File: config.mk
export PLATFORM = sky130hd
export DESIGN_NAME = uart_rx_sampler
export DESIGN_NICKNAME = d
export VERILOG_FILES = /design/src/rtl/uart_rx_sampler.sv
export SDC_FILE = /design/constraint.sdc
export NUM_CORES = 1
export LEC_CHECK = 0
export ABC_CLOCK_PERIOD_IN_PS = 4500
export BUFFER_PORTS_ARGS = -buffer_cell sky130_fd_sc_hd__buf_2
export CAP_MARGIN = 10
export CORE_ASPECT_RATIO = 1.75
export CORE_UTILIZATION = 58
export CTS_CLUSTER_DIAMETER = 40
export DETAILED_ROUTE_END_ITERATION = 10
export PLACE_DENSITY_LB_ADDON = 0.2
export SETUP_SLACK_MARGIN = 0.4
export SLEW_MARGIN = 5
export SYNTH_ARGS = -nofsm -noshare
export SYNTH_HDL_FRONTEND = slang
export SYNTH_SLANG_ARGS = --single-unit
File: constraint.sdc
create_clock -name clk -period 4.5 [get_ports clk]
set_clock_uncertainty 0.15 [all_clocks]
set_input_delay 0.9 -clock clk [delete_from_list [all_inputs] [get_ports clk]]
set_output_delay 0.9 -clock clk [all_outputs]
set_load 0.02 [all_outputs]
File: src/rtl/uart_rx_sampler.sv
// 8-bit UART receive front end: two-flop synchroniser, three-sample majority vote
// at each bit centre, optional even/odd parity, one-cycle result pulses.
module uart_rx_sampler #(
    parameter int CLKS_PER_BIT = 16,
    parameter int PARITY       = 0
) (
    input  logic       clk,
    input  logic       reset,
    input  logic       bit_in,
    output logic [7:0] byte_out,
    output logic       ready_out,
    output logic       parity_err,
    output logic       frame_err,
    output logic       busy
);

    localparam int         H        = CLKS_PER_BIT / 2;
    localparam logic [9:0] SAMP_A   = 10'(H - 1);
    localparam logic [9:0] SAMP_B   = 10'(H);
    localparam logic [9:0] DECIDE   = 10'(H + 1);
    localparam logic [9:0] CNT_LAST = 10'(CLKS_PER_BIT - 1);

    typedef enum logic [2:0] {
        IDLE,
        START,
        DATA,
        PARITY_BIT,
        STOP,
        WAIT_HIGH
    } state_t;

    state_t     state;
    state_t     state_next;
    logic       sync1;
    logic       rx_s;
    logic [9:0] cnt;
    logic [2:0] bit_idx;
    logic [7:0] shreg;
    logic       samp_a;
    logic       samp_b;
    logic       par_bit;
    logic       maj;
    logic       at_decide;
    logic       cell_end;
    logic       byte_done;
    logic       frame_bad;
    logic       par_expect;
    logic       par_bad;

    // The third vote is the live synchronised line at the decision cycle.
    assign maj       = (samp_a & samp_b) | (samp_a & rx_s) | (samp_b & rx_s);
    assign at_decide = (cnt == DECIDE);
    assign cell_end  = (cnt == CNT_LAST);

    always_ff @(posedge clk) begin
        if (!reset) begin
            state <= IDLE;
        end else begin
            state <= state_next;
        end
    end

    always_comb begin
        state_next = state;
        case (state)
            IDLE:       if (!rx_s) state_next = START;
            START: begin
                if (at_decide && maj) begin
                    state_next = IDLE;
                end else if (cell_end) begin
                    state_next = DATA;
                end
            end
            DATA: begin
                if (cell_end && bit_idx == 3'd7) begin
                    state_next = (PARITY != 0) ? PARITY_BIT : STOP;
                end
            end
            PARITY_BIT: if (cell_end) state_next = STOP;
            // Leave STOP at the decision point so a following start bit is not missed.
            STOP:       if (at_decide) state_next = maj ? IDLE : WAIT_HIGH;
            WAIT_HIGH:  if (rx_s) state_next = IDLE;
            default:    state_next = IDLE;
        endcase
    end

    always_comb begin
        busy       = (state != IDLE) && (state != WAIT_HIGH);
        byte_done  = (state == STOP) && at_decide && maj;
        frame_bad  = (state == STOP) && at_decide && !maj;
        par_expect = (PARITY == 2) ? ~^shreg : ^shreg;
        par_bad    = (PARITY != 0) && (par_bit != par_expect);
    end

    always_ff @(posedge clk) begin
        if (!reset) begin
            sync1      <= 1'b1;
            rx_s       <= 1'b1;
            cnt        <= '0;
            bit_idx    <= '0;
            shreg      <= '0;
            samp_a     <= 1'b1;
            samp_b     <= 1'b1;
            par_bit    <= 1'b0;
            byte_out   <= '0;
            ready_out  <= 1'b0;
            parity_err <= 1'b0;
            frame_err  <= 1'b0;
        end else begin
            sync1      <= bit_in;
            rx_s       <= sync1;
            ready_out  <= byte_done;
            parity_err <= byte_done && par_bad;
            frame_err  <= frame_bad;

            if (byte_done) begin
                byte_out <= shreg;
            end

            // Counter is held at zero outside a frame so START always begins at cnt 0.
            if (!busy || cell_end) begin
                cnt <= '0;
            end else begin
                cnt <= cnt + 10'd1;
            end

            if (state != DATA) begin
                bit_idx <= '0;
            end else if (cell_end) begin
                bit_idx <= bit_idx + 3'd1;
            end

            if (busy && cnt == SAMP_A) samp_a <= rx_s;
            if (busy && cnt == SAMP_B) samp_b <= rx_s;

            if (state == DATA && at_decide) begin
                shreg <= {maj, shreg[7:1]};
            end
            if (state == PARITY_BIT && at_decide) begin
                par_bit <= maj;
            end
        end
    end

endmodule

# ---- Word-level counts from Yosys, hierarchy flattened
# Index checks and enable logic that the tools add are counted.
dict set report totals {
  ff_bits 38
  in_bits 3
  output_inout_bits 12
  wordCells 63
}
dict set report classes {
  addsub 2
  n_eq_ne 18
  mux 9
  bitwise_logic 6
  n_reduce_logical 17
}
# op n
set op_table {}
lappend op_table {{$eq A10 B4 Y1 const B} 3}
lappend op_table {{$mux W3} 8}
lappend op_table {{$pmux W3 S6} 1}
lappend op_table {{$add A10 B1 Y10 const B} 1}
lappend op_table {{$eq A10 B3 Y1 const B} 1}
lappend op_table {{$ne A2 B2 Y1 const B} 5}
lappend op_table {{$eq A3 B3 Y1 const B} 3}
lappend op_table {{$logic_and A1 B1 Y1} 9}
lappend op_table {{$eq A3 B2 Y1 const B} 2}
lappend op_table {{$ne A3 B3 Y1 const B} 2}
lappend op_table {{$reduce_and A6 Y1} 1}
lappend op_table {{$reduce_or A2 Y1} 2}
lappend op_table {{$add A3 B1 Y3 const B} 1}
lappend op_table {{$and A1 B1 Y1} 3}
lappend op_table {{$eq A3 B1 Y1 const B} 1}
lappend op_table {{$logic_not A3 Y1} 1}
lappend op_table {{$ne A3 B2 Y1 const B} 1}
lappend op_table {{$reduce_bool A3 Y1} 1}
lappend op_table {{$logic_not A1 Y1} 2}
lappend op_table {{$or A1 B1 Y1} 2}
lappend op_table {{$logic_or A1 B1 Y1} 1}
lappend op_table {{$not A1 Y1} 1}

# ---- Depth between registers and ports, before layout
dict set report logic_depth {
  depth_word 6
  mapped_depth 8
  mapped_depth_nobuf 7
}

# ---- Worst setup path after synthesis
# No wires, ideal clock.
dict set report synth_path {
  kind {flip-flop to output port}
  start {reg state[2]}
  end {out busy}
  arrival_time_ns 0.932
  required_ns 3.450
  path_slack_ns 2.518
  path_stages_with_launch 4
  n_path_buf 1
  cell_sequence {dfxtp_1 > buf_6 > or2_2 > a21o_1}
}
dict set report synth_via {
  elab_chain_len 2
  word_cells_on_any_way 3
  classes_between {eq/ne: 1; reduce/logical: 2}
}
# element line_no
set synth_lines {}
lappend synth_lines {{from (decl)} 32} ;# state_t state;
lappend synth_lines {{from (signal assigned)} 59} ;# state <= state_next;
lappend synth_lines {{$ne A3 B3 Y1 or $reduce_bool A3 Y1 (tied branches)} 88} ;# busy = (state != IDLE) && (state != WAIT_HIGH);
lappend synth_lines {{$logic_and A1 B1 Y1 (*)} 88}
lappend synth_lines {{to (decl)} 14} ;# output logic busy
# Every way passes the cells marked *; elsewhere a longest branch is shown, timed or not.

# ---- Worst setup path in the final report
# Ends and elaborated chain as after synthesis.

==> metrics <==
Finished Core Util=0.670; drt first pass iters=4; DRC=0; endpoints failing setup=0; pwr/cell area=421 nW/um2; Worst setup EP type=output port; RSZ-0062 raised after global routing=no; Slew headroom=0.594; Post-CTS Setup Bufs=0; CTS buffer count=5; slowest CP cell=dfxtp_1; Tmin final=2.46 ns; adder-cell share of the synthesized area=0.0434; xor/xnor share of the synthesized area=0.0471; Hold Vio Cnt, Final=0; initial antenna violation count=0; cells along the critical path=or2_2 > a21o_1 > buf_2; synth warn=0; asr flop ratio synth=0; Site Rows=25; required time worst endpoint=3.45 ns; unique cell type count in the Yosys netlist=40; die area=3110 um2; remaining global-route overflow=0; top-level I/O count=15; post-synth top area share=0.455; largest net degree at the start of global routing=19; simple-gate share of the synthesized area=0.257; core area=2720 um2; Clk Latency, worst-skew pair=0.30 ns; total number of vias=1307; Pins Over Slew Limit=0; crit path max fanout=10; post-synthesis mux area share=0.0718; Main synth FF type=dfxtp_1; commonest non-fill, non-tap cells in the layout=dfxtp_1 (38), nor2_1 (25), nand2_1 (23); CTS sink cnt=38; final net count=206; placer congestion estimate=0.874; worst hold path type=reg -> reg; Initial Util=0.615; area grow syn2layout=8.98%; syn_nets=193; crit-path leading delay family=flip-flops; maximum capacitance violations=0; Leakage Power=0.000745 uW; Routed Antenna Nets=0; clk buf depth=2; Least-Margin Pin Slew=0.606 ns; die width=42.6 um; hpwl dp=2.33 mm; largest family of logic cells by synthesized area=simple AND/OR/NAND/NOR gates; Seq/Total Area, Yosys=0.455; Setup TNS Final=0 ns; status=completed; Synth Area in Compound Gates=0.0823; CTS tree=done; register bit total from synthesis=38; cts repair resizes=0; Critical path buffers and inverters=1; synth top area cells=dfxtp_1 (45%), mux2i_1 (7.2%), nor2_1 (5.6%), nand2_1 (5.2%), nand3_1 (3.9%); Starting DRT DRC Count=25; mapped cell area=1670 um2; Design Power=768 uW; first-pass GRT wire length=5.26 mm; Startpoint Class=register; Worst EP arrival=1.41 ns; EDFF count, synth=0; Hold Startpoint=sync1$_SDFF_PN1_; Die Ht=73.0 um; GRT Overall Usage=0.226; fmax=407 MHz; Worst R2R Start=cnt[0]$_SDFF_PP0_; area leader, netlist=dfxtp_1; ratio of cells with drive above 1 in the final layout=0.146; htree depth=2; Diodes inserted=0; critical path class=reg -> out; Tcrit/Tclk final=0.546; final wirelength=3.14 mm; pre-CTS WS=2.33 ns; clock root buffer=clkbuf_8; Routed wire per std cell=13.9 um; IO buf count=13; vias in the first global route=1266; Max stage delay on crit path=0.39 ns; Worst IR Drop VDD=0.312 mV; fin worst setup slack=2.04 ns; CTS clk-pin slew, worst paths=0.08 ns; commonest non-fill, non-tap cell in the layout=dfxtp_1; syn_area_per_cell=9.04 um2; Critical path origin=state[2]$_SDFFE_PN0P_; vias per std cell=5.78; Post-Synthesis Cells=185; hold-fix buffer count after cts=0
[area by class of cell]
type                            instances  area (um2)
Clock buffer                            6        82.6
Clock inverter                          2        12.5
Timing Repair Buffer                   13        65.1
Sequential cell                        38         761
Fill cell                             228         898
Multi-Input combinational cell        133         842
Inverter                                7        26.3
Tap cell                               27        33.8
[registers in the layout, summed over array words and instances, names as in the netlist, 3 cells and up]
signal    cells
bit_idx       3
cnt          10
shreg         8
byte_out      8
state         3
[worst reg2reg max path, cell delays in order (launching register included)]
cell,delay [ns]
dfxtp_1,0.40
ha_1,0.16
nor2b_1,0.32
nand3_4,0.15
nor3_4,0.43
mux2i_1,0.25
nor2_1,0.05
[synth_stat cells, types with 2 or more instances]
cell type and instances:
nor2_1 25, xor2_1 7, nor4_1 2, ha_1 5, dfxtp_1 38, and3_1 4, xnor2_1 2, nand3_1 13
a21oi_1 10, nand2b_1 3, nand2_1 23, and3_2 2, o211ai_1 2, o21ai_0 5, clkbuf_1 3, mux2i_1 12
inv_1 6
[through the flow]
| step | hold slack (ns) | std cells | cell area [um2] |
|---|---|---|---|
| after CTS | 0.271 | 226 | 1820 |
| after global placement | 0.247 | 218 | 1730 |
| final | 0.267 | 226 | 1820 |
| after floorplan | 0.236 | 185 | 1670 |
| after global routing | 0.304 | 226 | 1820 |
| after detailed placement | 0.259 | 218 | 1730 |
[routing by layer]
layer	up-vias	part of all wire	GRT usage
li1	647	-	-
met1	621	0.35	0.191
met5	-	0	0
met3	12	0.032	0.0495
met2	27	0.58	0.443
met4	0	0.033	0.156
[kinds of logic after synthesis]
kind of cell | Yosys count
simple gates | 82
fa+ha+maj | 6
xor+xnor | 9
buf+inv | 14
compound gates | 23
flops | 38
mux | 12
other cells | 1
[power breakdown]
part | switching [uW] | internal (uW)
logic | 99.2 | 54.3
registers | 21.6 | 350
clock network | 120 | 123
total | 241 | 527
[worst paths after layout]
kind                              end  cells after the start  slack, ns
min reg2reg           rx_s$_SDFF_PN1_                      1       0.27
min                   rx_s$_SDFF_PN1_                      1       0.27
max                              busy                      3       2.04
max reg2reg  byte_out[5]$_SDFFE_PN0P_                      6       2.48
Power figures use the tool's default switching activity.
